--- src/rtl/axi_reg_slice.sv ---
// AXI4 register slice: five independent per-channel slices (AW, W, B, AR, R), each selectable
// as bypass, forward register, or fully registered two-entry skid buffer.
module axi_reg_slice #(
    parameter int unsigned ID_W    = 4,
    parameter int unsigned ADDR_W  = 32,
    parameter int unsigned DATA_W  = 64,
    parameter int unsigned USER_W  = 1,
    parameter int unsigned AW_MODE = 2,
    parameter int unsigned W_MODE  = 2,
    parameter int unsigned B_MODE  = 2,
    parameter int unsigned AR_MODE = 2,
    parameter int unsigned R_MODE  = 2,
    localparam int unsigned AWP    = ID_W + ADDR_W + 30 + USER_W,
    localparam int unsigned WP     = ID_W + DATA_W + DATA_W / 8 + USER_W + 1,
    localparam int unsigned BP     = ID_W + 2 + USER_W,
    localparam int unsigned RP     = ID_W + DATA_W + 2 + USER_W + 1
) (
    input  logic           aclk,
    input  logic           aresetn,

    input  logic           s_aw_valid,
    output logic           s_aw_ready,
    input  logic [AWP-1:0] s_aw_pld,
    output logic           m_aw_valid,
    input  logic           m_aw_ready,
    output logic [AWP-1:0] m_aw_pld,

    input  logic           s_w_valid,
    output logic           s_w_ready,
    input  logic [WP-1:0]  s_w_pld,
    output logic           m_w_valid,
    input  logic           m_w_ready,
    output logic [WP-1:0]  m_w_pld,

    input  logic           m_b_valid,
    output logic           m_b_ready,
    input  logic [BP-1:0]  m_b_pld,
    output logic           s_b_valid,
    input  logic           s_b_ready,
    output logic [BP-1:0]  s_b_pld,

    input  logic           s_ar_valid,
    output logic           s_ar_ready,
    input  logic [AWP-1:0] s_ar_pld,
    output logic           m_ar_valid,
    input  logic           m_ar_ready,
    output logic [AWP-1:0] m_ar_pld,

    input  logic           m_r_valid,
    output logic           m_r_ready,
    input  logic [RP-1:0]  m_r_pld,
    output logic           s_r_valid,
    input  logic           s_r_ready,
    output logic [RP-1:0]  s_r_pld
);

    typedef enum logic [1:0] {StEmpty, StOne, StTwo} slot_e;

    // Holds every registered slice not-ready for one cycle after reset release.
    logic rst_done_q;

    always_ff @(posedge aclk) begin
        if (!aresetn) begin
            rst_done_q <= 1'b0;
        end else begin
            rst_done_q <= 1'b1;
        end
    end

    // Channel index: 0=AW, 1=W, 2=B, 3=AR, 4=R.
    for (genvar c = 0; c < 5; c++) begin : g_ch
        localparam int unsigned PW   = (c == 0 || c == 3) ? AWP :
                                       (c == 1) ? WP : (c == 2) ? BP : RP;
        localparam int unsigned MODE = (c == 0) ? AW_MODE : (c == 1) ? W_MODE :
                                       (c == 2) ? B_MODE : (c == 3) ? AR_MODE : R_MODE;

        logic          in_valid;
        logic          in_ready;
        logic [PW-1:0] in_pld;
        logic          out_valid;
        logic          out_ready;
        logic [PW-1:0] out_pld;

        if (c == 0) begin : g_map
            assign in_valid   = s_aw_valid;
            assign in_pld     = s_aw_pld;
            assign s_aw_ready = in_ready;
            assign m_aw_valid = out_valid;
            assign m_aw_pld   = out_pld;
            assign out_ready  = m_aw_ready;
        end else if (c == 1) begin : g_map
            assign in_valid   = s_w_valid;
            assign in_pld     = s_w_pld;
            assign s_w_ready  = in_ready;
            assign m_w_valid  = out_valid;
            assign m_w_pld    = out_pld;
            assign out_ready  = m_w_ready;
        end else if (c == 2) begin : g_map
            assign in_valid   = m_b_valid;
            assign in_pld     = m_b_pld;
            assign m_b_ready  = in_ready;
            assign s_b_valid  = out_valid;
            assign s_b_pld    = out_pld;
            assign out_ready  = s_b_ready;
        end else if (c == 3) begin : g_map
            assign in_valid   = s_ar_valid;
            assign in_pld     = s_ar_pld;
            assign s_ar_ready = in_ready;
            assign m_ar_valid = out_valid;
            assign m_ar_pld   = out_pld;
            assign out_ready  = m_ar_ready;
        end else begin : g_map
            assign in_valid   = m_r_valid;
            assign in_pld     = m_r_pld;
            assign m_r_ready  = in_ready;
            assign s_r_valid  = out_valid;
            assign s_r_pld    = out_pld;
            assign out_ready  = s_r_ready;
        end

        if (MODE == 0) begin : g_bypass
            assign out_valid = in_valid;
            assign out_pld   = in_pld;
            assign in_ready  = out_ready;
        end else if (MODE == 1) begin : g_fwd
            logic          valid_q;
            logic [PW-1:0] pld_q;

            assign in_ready  = rst_done_q && (!valid_q || out_ready);
            assign out_valid = valid_q;
            assign out_pld   = pld_q;

            always_ff @(posedge aclk) begin
                if (!aresetn) begin
                    valid_q <= 1'b0;
                end else if (in_ready) begin
                    valid_q <= in_valid;
                end
            end

            always_ff @(posedge aclk) begin
                if (in_ready && in_valid) begin
                    pld_q <= in_pld;
                end
            end
        end else if (MODE == 2) begin : g_full
            slot_e         state_q;
            slot_e         state_d;
            logic          ready_q;
            logic [PW-1:0] main_q;
            logic [PW-1:0] skid_q;
            logic          in_hs;
            logic          out_hs;
            logic          main_load;
            logic          main_from_skid;
            logic          skid_load;

            assign in_ready  = ready_q;
            assign out_valid = (state_q != StEmpty);
            assign out_pld   = main_q;
            assign in_hs     = in_valid && ready_q;
            assign out_hs    = out_valid && out_ready;

            always_comb begin
                state_d        = state_q;
                main_load      = 1'b0;
                main_from_skid = 1'b0;
                skid_load      = 1'b0;
                unique case (state_q)
                    StEmpty: begin
                        if (in_hs) begin
                            state_d   = StOne;
                            main_load = 1'b1;
                        end
                    end
                    StOne: begin
                        if (in_hs && !out_hs) begin
                            state_d   = StTwo;
                            skid_load = 1'b1;
                        end else if (!in_hs && out_hs) begin
                            state_d   = StEmpty;
                        end else if (in_hs && out_hs) begin
                            main_load = 1'b1;
                        end
                    end
                    StTwo: begin
                        if (out_hs) begin
                            state_d        = StOne;
                            main_from_skid = 1'b1;
                        end
                    end
                    default: state_d = StEmpty;
                endcase
            end

            // Ready is precomputed from the next state so it comes straight off a flop.
            always_ff @(posedge aclk) begin
                if (!aresetn) begin
                    state_q <= StEmpty;
                    ready_q <= 1'b0;
                end else begin
                    state_q <= state_d;
                    ready_q <= (state_d != StTwo);
                end
            end

            always_ff @(posedge aclk) begin
                if (main_load) begin
                    main_q <= in_pld;
                end else if (main_from_skid) begin
                    main_q <= skid_q;
                end
                if (skid_load) begin
                    skid_q <= in_pld;
                end
            end
        end else begin : g_bad_mode
            $error("axi_reg_slice: channel %0d has unsupported mode %0d", c, MODE);
        end
    end

endmodule

--- config.mk ---
export PLATFORM = sky130hd
export DESIGN_NAME = axi_reg_slice
export DESIGN_NICKNAME = d
export VERILOG_FILES = /design/src/rtl/axi_reg_slice.sv
export SDC_FILE = /design/constraint.sdc
export NUM_CORES = 1
export LEC_CHECK = 0
export ABC_AREA = 1
export CORE_AREA = 2 2 233 235
export CTS_CLUSTER_DIAMETER = 100
export DETAILED_ROUTE_END_ITERATION = 7
export DIE_AREA = 0 0 235 237
export PLACE_DENSITY = 0.71
export SLEW_MARGIN = 20
export SYNTH_ARGS = -nofsm -noshare
export SYNTH_HDL_FRONTEND = slang
export SYNTH_SLANG_ARGS = --single-unit
--- constraint.sdc ---
create_clock -name aclk -period 9.3 [get_ports aclk]
set_input_delay 1.86 -clock aclk [delete_from_list [all_inputs] [get_ports aclk]]
set_output_delay 1.86 -clock aclk [all_outputs]
set_load 0.02 [all_outputs]
Word-level counts from Yosys, hierarchy flattened
Cells that the tools add are included.
- eq/ne operators: 15
- multiplexer cells: 80
- reduce and logical (&&, ||, !) cells: 50
- operators by type and width (operator ; number):
    $mux W67 ; 4
    $mux W78 ; 2
    $mux W72 ; 2
    $mux W1 ; 40
    $mux W2 ; 20
    $pmux W2 S3 ; 5
    $logic_and A1 B1 Y1 ; 25
    $reduce_bool A2 Y1 ; 10
    $mux W7 ; 2
    $eq A2 B1 Y1 const B ; 5
    $eq A2 B2 Y1 const B ; 5
    $logic_not A1 Y1 ; 10
    $logic_not A2 Y1 ; 5
    $ne A2 B2 Y1 const B ; 5
    $pmux W1 S2 ; 5
- register bits after elaboration: 597
- input port bits: 303
- output and inout bits: 301
- word-level logic and storage cells: 165

Depth between registers and ports, before layout
Gate-level depths: netlist of the first run.
- word-level depth: 8
- mapped depth: 7
- depth with buffers taken out: 6

Worst setup path before layout of the first run
Ideal clock, no wire load.
- path type: input to register
- from: in m_w_ready
- to: reg g_ch[1].g_full.main_q[0] (netlist: m_w_pld[0]), enable pin
- setup time: 629 ps
- arrival: 7661 ps
- data required time: 8671 ps
- path slack: 1010 ps
- stages: 2
- buffers on the path: 0
- cells stage by stage: inv_1 -> o31ai_1
- word-level cells in the longest chain between the ends: 7
- elaborated cells between the ends (all ways): 12
- classes of those cells: mux (6); reduce/logical (6)
- RTL lines (item ; RTL line ; text):
    start, declared ; 32 ; input logic m_w_ready,
    $logic_and A1 B1 Y1 (*) ; 162 ; assign out_hs = out_valid && out_ready;
    $logic_and A1 B1 Y1 ; 182 ; end else if (in_hs && out_hs) begin
    $mux W1 ; 182 ;
    $mux W1 ; 180 ; end else if (!in_hs && out_hs) begin
    $mux W1 ; 177 ; if (in_hs && !out_hs) begin
    $pmux W1 S2 ; 169 ; unique case (state_q)
    $reduce_bool A2 Y1 (no source line) (*) ; n/a ;
    end signal, assigned ; 209 ; main_q <= in_pld;
    end signal, assigned ; 211 ; main_q <= skid_q;
    end, declared ; 150 ; logic [PW-1:0] main_q;
Mark *: on every way between the ends. The rest lies on a longest branch, timed or not.
A chain may end at the register's enable or synchronous reset.

Worst setup path after layout of the first run
- from: in s_w_valid
- to: reg g_ch[1].g_full.main_q[53] (netlist: m_w_pld[53]), enable pin
- word-level cells in the longest chain between the ends: 7
- elaborated cells between the ends (all ways): 11
- classes of those cells: mux (5); reduce/logical (6)
- RTL lines (item ; RTL line ; text):
    start, declared ; 28 ; input logic s_w_valid,
    $logic_and A1 B1 Y1 (*) ; 161 ; assign in_hs = in_valid && ready_q;
    $logic_and A1 B1 Y1 / $logic_not A1 Y1 (equally long branches) ; 182, 180 ;
    $mux W1 / $logic_and A1 B1 Y1 (equally long branches) ; 182, 180 ;
    $mux W1 ; 180 ;
    $mux W1 ; 177 ;
    $pmux W1 S2 (*) ; 169 ;
    $reduce_bool A2 Y1 (no source line) (*) ; n/a ;
Marked as above.

==> flow_metrics.env, run 1 <==
export IMPL_status="finished, final reports clean"
export IMPL_antenna_found_initial=13
export IMPL_num_rows=85
export IMPL_overflow=0
export IMPL_clk_latency_ns=0.62
export IMPL_crit_arrival_ns=4.71
export IMPL_cts_setup_buffers=0
export IMPL_power_share_clock=0.414
export IMPL_final_nets=2575
export IMPL_drive_above_1_share=0.0560
export IMPL_synth_fp_nets=1975
export IMPL_final_common_cell="clkdlybuf4s50_1"
export IMPL_finalClockSkew_ns=0.0228
export IMPL_drc=0
export IMPL_cts_hold_buffers=0
export IMPL_p_leak_nw=12.0
export IMPL_cap_violations=0
export IMPL_die_w_um=235
export IMPL_grt_usage=0.202
export IMPL_synthCells=1672
export IMPL_worst_ir_drop_vdd_mv=0.146
export IMPL_ys_ff_latch=597
export IMPL_setup_viol=0
export IMPL_drt_iter0_drc=1091
export IMPL_p_int_mw=4.88
export IMPL_final_hold_violation_count=0
export IMPL_p_per_area_nw_per_um2=199
export IMPL_crit_path_start="s_w_valid"
export IMPL_power_frac_seq=0.496
export IMPL_path_clk_slew_ns=0.07
export IMPL_path_class="in2reg"
export IMPL_num_vias=14900
export IMPL_grt_pass1_vias=14800
export IMPL_setup_tns_ns=0
export IMPL_wl_um=58000
export IMPL_min_from="g_ch[1].g_full.skid_q[28]$_DFFE_PP_"
export IMPL_regToRegStartpoint="s_w_ready$_SDFF_PN0_"
export IMPL_layout_common_cells="clkdlybuf4s50_1, edfxtp_1, nand2_1"
export IMPL_core_sq_um=53300
export IMPL_max_slew_margin=0.362
export IMPL_ctsHtreeMaxLevel=2
export IMPL_ios=604
export IMPL_final_max_slew_viol_count=0
export IMPL_numCtsBuffers=60
export IMPL_min_path_type="reg2reg"
export IMPL_tightest_slew_ns=0.957
export IMPL_place_hpwl_um=39100
export IMPL_initial_core_util=0.420
export IMPL_die_y_um=237
export IMPL_synth_warnings=0
export IMPL_gp_congestion=0.833
export IMPL_p_comb_frac=0.090
export IMPL_fp_dieArea_sq_um=55700
export IMPL_yosysUniqueCellTypes=20
export IMPL_finalPower_mw=6.20
export IMPL_nFillCells=4167
export IMPL_setup_worst_path_start_class="input pin"
export IMPL_critPathCaptureType="flip-flop"
export IMPL_cts_tree="yes"
export IMPL_holdWs_ns=0.503
export IMPL_wire_per_inst_um=19.2
export IMPL_cp_required_ns=9.54
export IMPL_post_cts_resize_count=0
export IMPL_ys_seq_area_frac=0.794
export IMPL_area_growth_pct=39.3
export IMPL_syn_area_per_cell_sq_um=13.4
export IMPL_syn_area_sq_um=22400
export IMPL_firstDrtPassIters=5
export IMPL_cts_path_max_buffers=3
export IMPL_grt_pass1_wl_um=86900
export IMPL_fmax_mhz=224
export IMPL_grt_setup_unrepaired="no"
export IMPL_io_buffers=603
export IMPL_path_max_fanout=65
export IMPL_cts_sinks=597
export IMPL_netSwitchingFraction=0.214
export IMPL_drtAntennaViolNets=0
export IMPL_vias_per_cell=4.92
export IMPL_power_switching_mw=1.33
export IMPL_finalCriticalPeriod_ns=4.46
export IMPL_grt_max_degree=136
export IMPL_cts_root_buf="clkbuf_16"
export IMPL_timing_final_crit_share=0.480
-- worst paths after layout --
path                                              end  slack, ns  cells after the start
worst max-delay path            m_w_pld[53]$_DFFE_PP_       4.84                      7
worst min-delay path            m_w_pld[28]$_DFFE_PP_       0.50                      2
worst max register to register  m_w_pld[53]$_DFFE_PP_       6.17                      6
worst min register to register  m_w_pld[28]$_DFFE_PP_       0.50                      2
-- metal layers --
| metal | track usage | part of all wire |
|---|---|---|
| met2 | 0.330 | 0.49 |
| met3 | 0.0632 | 0.088 |
| met1 | 0.249 | 0.38 |
| met5 | 0 | 0.00086 |
| met4 | 0.0865 | 0.035 |
-- synth_stat cells (all sizes together) --
library cell	count	area (sq um)
a21oi	5	25.0
buf	70	403
clkbuf	14	52.6
dfxtp	15	300
edfxtp	582	17500
inv	93	349
nand2	567	2140
nand3	239	1210
nor2	16	77.6
o21ai	67	335
o31ai	4	30.0
-- through the flow --
stage / worst slack [ns] / cell area (sq um) / std cells / util
after floorplan: 1.01 / 22400 / 1672 / -
after global placement: 4.21 / 29000 / 2906 / 0.545
after detailed placement: 4.19 / 29000 / 2906 / 0.545
after CTS: 4.85 / 31200 / 3016 / 0.585
after global routing: 4.63 / 31200 / 3023 / 0.585
final: 4.84 / 31200 / 3025 / 0.585
-- registers in the layout (all words and copies together), names as in the netlist --
name	count
m_b_ready	1
g_ch.g_full.state_q	10
s_b_pld	7
s_r_pld	72
m_w_pld	78
m_r_ready	1
s_w_ready	1
s_ar_ready	1
m_ar_pld	67
s_aw_ready	1
m_aw_pld	67
g_ch.g_full.skid_q	291
-- kinds of logic after synthesis --
kind of cell,after synthesis,share of synthesized area
AND/OR/NAND/NOR,822,0.153
buffers and inverters,177,0.0359
flip-flops,597,0.794
AO/OA/AOI/OAI,76,0.0174
-- final cells by class --
| cell class | count | area [sq um] | share of cell area |
|---|---|---|---|
| Antenna cell | 9 | 22.5 | 0.000722 |
| Clock buffer | 76 | 1640 | 0.0527 |
| Clock inverter | 34 | 470 | 0.0151 |
| Inverter | 93 | 349 | 0.0112 |
| Multi-Input combinational cell | 898 | 3880 | 0.124 |
| Sequential cell | 597 | 17800 | 0.570 |
| Tap cell | 696 | 871 | 0.0279 |
| Timing Repair Buffer | 622 | 6180 | 0.198 |
-- power groups by stage --
| stage | clock, mW | combinational, mW | sequential [mW] |
|---|---|---|---|
| 6_report | 2.57 | 0.559 | 3.07 |
| 2_1_floorplan | 0 | 0.156 | 3.22 |
| 5_1_grt | 2.73 | 0.601 | 3.08 |
| 3_3_place_gp | 0 | 0.549 | 3.13 |
| 4_1_cts | 2.63 | 0.563 | 3.07 |
| 3_5_place_dp | 0 | 0.561 | 3.13 |
-- worst max-delay path: stages --
cell and delay [ns]:
clkdlybuf4s50_1 0.45, nand2_1 0.11, nor2_4 0.44, buf_4 0.59, nand2_2 0.15, o31ai_4 0.22
buf_4 0.78
Power figures use the tool's default switching activity.
==> run 2: changes to the inputs <==
Clock period 9.3 ns to 4.18 ns, I/O delays scaled along.
==> run 2 against run 1 <==
Net effect:
- final cell count about the same
- highest routed layer unchanged
- total power up 110%
- first-iteration DRC count is 2.6% lower
- clock power rose by 100%
- largest cell class unchanged
- sequential share of layout area increased by 0.24 points
==> flow_metrics.env, run 2 (synthesized netlist as in run 1, its figures left out) <==
export IMPL_clk_latency_ns=0.60
export IMPL_die_w_um=235
export IMPL_max_slew_margin=0.333
export IMPL_power_share_clock=0.393
export IMPL_drtAntennaViolNets=0
export IMPL_path_clk_slew_ns=0.06
export IMPL_drc=0
export IMPL_status="finished, final reports clean"
export IMPL_cts_root_buf="clkbuf_16"
export IMPL_wl_um=58300
export IMPL_drt_iter0_drc=1063
export IMPL_hold_end="m_aw_pld[4]$_DFFE_PP_"
export IMPL_drive_above_1_share=0.0529
export IMPL_power_switching_mw=2.89
export IMPL_p_per_area_nw_per_um2=429
export IMPL_gp_congestion=0.827
export IMPL_p_comb_frac=0.094
export IMPL_setup_worst_path_start_class="flip-flop"
export IMPL_num_rows=85
export IMPL_final_nets=2581
export IMPL_setup_viol=0
export IMPL_overflow=0
export IMPL_die_y_um=237
export IMPL_num_vias=14900
export IMPL_antenna_found_initial=6
export IMPL_min_from="g_ch[0].g_full.skid_q[4]$_DFFE_PP_"
export IMPL_layout_common_cells="clkdlybuf4s50_1, edfxtp_1, nand2_1"
export IMPL_finalCriticalPeriod_ns=2.72
export IMPL_fmax_mhz=367
export IMPL_post_cts_resize_count=0
export IMPL_r2r_cells=3
export IMPL_cts_path_max_buffers=3
export IMPL_grt_pass1_wl_um=86800
export IMPL_tightest_slew_ns=1.00
export IMPL_cts_hold_buffers=0
export IMPL_grt_setup_unrepaired="no"
export IMPL_place_hpwl_um=39800
export IMPL_ios=604
export IMPL_final_hold_violation_count=0
export IMPL_firstDrtPassIters=4
export IMPL_timing_final_crit_share=0.652
export IMPL_dp_slack_ns=0.905
export IMPL_seqCellArea_sq_um=17800
export IMPL_cap_violations=0
export IMPL_numCtsBuffers=59
export IMPL_min_path_type="reg2reg"
export IMPL_nFillCells=4177
export IMPL_core_sq_um=53300
export IMPL_grt_pass1_vias=14600
export IMPL_worst_ir_drop_vdd_mv=0.446
export IMPL_crit_arrival_ns=1.89
export IMPL_finalClockSkew_ns=0.0158
export IMPL_area_growth_pct=38.7
export IMPL_largest_reg_flops=291
export IMPL_grt_usage=0.202
export IMPL_cts_tree="yes"
export IMPL_netSwitchingFraction=0.217
export IMPL_cts_sinks=597
export IMPL_power_frac_seq=0.513
export IMPL_reg2reg_slack_ns=1.92
export IMPL_p_int_mw=10.4
export IMPL_initial_core_util=0.420
export IMPL_path_class="reg2out"
export IMPL_path_max_fanout=5
export IMPL_cts_setup_buffers=0
export IMPL_fp_dieArea_sq_um=55700
export IMPL_regMostFlops="g_ch.g_full.skid_q"
export IMPL_vias_per_cell=4.93
export IMPL_postLayoutSetupSlackWorst_ns=1.46
export IMPL_setup_tns_ns=0
export IMPL_grt_max_degree=115
export IMPL_final_common_cell="clkdlybuf4s50_1"
export IMPL_p_leak_nw=11.9
export IMPL_critPathCaptureType="output port"
export IMPL_min_delay_path_depth=2
export IMPL_wire_per_inst_um=19.3
export IMPL_io_buffers=603
export IMPL_regToRegStartpoint="g_ch[4].g_full.state_q[1]$_SDFF_PN0_"
export IMPL_ctsHtreeMaxLevel=2
export IMPL_rr_endpoint="s_r_pld[45]$_DFFE_PP_"
export IMPL_final_max_slew_viol_count=0
export IMPL_cp_required_ns=3.34
export IMPL_multi_input_area_sq_um=3880
==> run 2: changes by cell type in the layout (fill, tap and decap cells not counted), sizes merged <==
cell and change:
buf +7, diode -6, bufinv -5, clkinv +3, clkinvlp +2, inv -2, clkbuf -1
==> run 2: through the flow <==
stage / cell area (sq um) / cells / hold slack (ns) / power, mW / util
5_1_grt: 31100 / 3022 / 0.514 / 13.8 / 0.583
6_report: 31100 / 3023 / 0.506 / 13.3 / 0.583
2_1_floorplan: 22400 / 1672 / 0.487 / 7.49 / -
4_1_cts: 31100 / 3020 / 0.510 / 13.4 / 0.583
3_3_place_gp: 29200 / 2913 / 0.490 / 8.18 / 0.547
3_5_place_dp: 29200 / 2913 / 0.494 / 8.22 / 0.547
==> run 2: worst max path at each step <==
| stage | end | from | slack (ns) | depth (start not counted) |
|---|---|---|---|---|
| after global routing | m_aw_valid | g_ch[0].g_full.state_q[1]$_SDFF_PN0_ | 1.36 | 3 |
| final | m_w_valid | g_ch[1].g_full.state_q[1]$_SDFF_PN0_ | 1.46 | 3 |
| after CTS | m_ar_valid | g_ch[3].g_full.state_q[1]$_SDFF_PN0_ | 1.38 | 3 |
| after global placement | s_r_pld[59]$_DFFE_PP_ | s_r_ready | 1.00 | 6 |
| after floorplan | m_w_pld[0]$_DFFE_PP_ | m_w_ready | 0.85 | 2 |
| after detailed placement | g_ch[4].g_full.skid_q[22]$_DFFE_PP_ | s_r_ready | 0.90 | 7 |
==> run 2: area by class of cell <==
type,instances,area share
timing repair buffer,629,0.202
antenna,3,0.000242
tap,696,0.0280
clock inverter,32,0.0104
multi-input combinational,898,0.125
clock buffer,75,0.0508
sequential,597,0.572
inverter,93,0.0112
==> run 2: per-layer routing <==
layer / global-route usage / wire, um
met1: 0.253 / 22300
met2: 0.343 / 29400
met3: 0.0514 / 4890
met4: 0.0650 / 1680
met5: 0 / 52
==> run 2: power groups by stage <==
stage,combinational [mW],sequential [mW],clock [mW]
floorplan,0.350,7.14,0
global placement,1.22,6.96,0
detailed placement,1.25,6.96,0
CTS,1.26,6.84,5.34
global route,1.34,6.85,5.57
finish,1.25,6.84,5.24
==> run 2: critical path: stages, from the launching register on <==
cell             delay, ns
dfxtp_1               0.40
inv_1                 0.14
nand2_1               0.09
clkdlybuf4s50_1       0.66
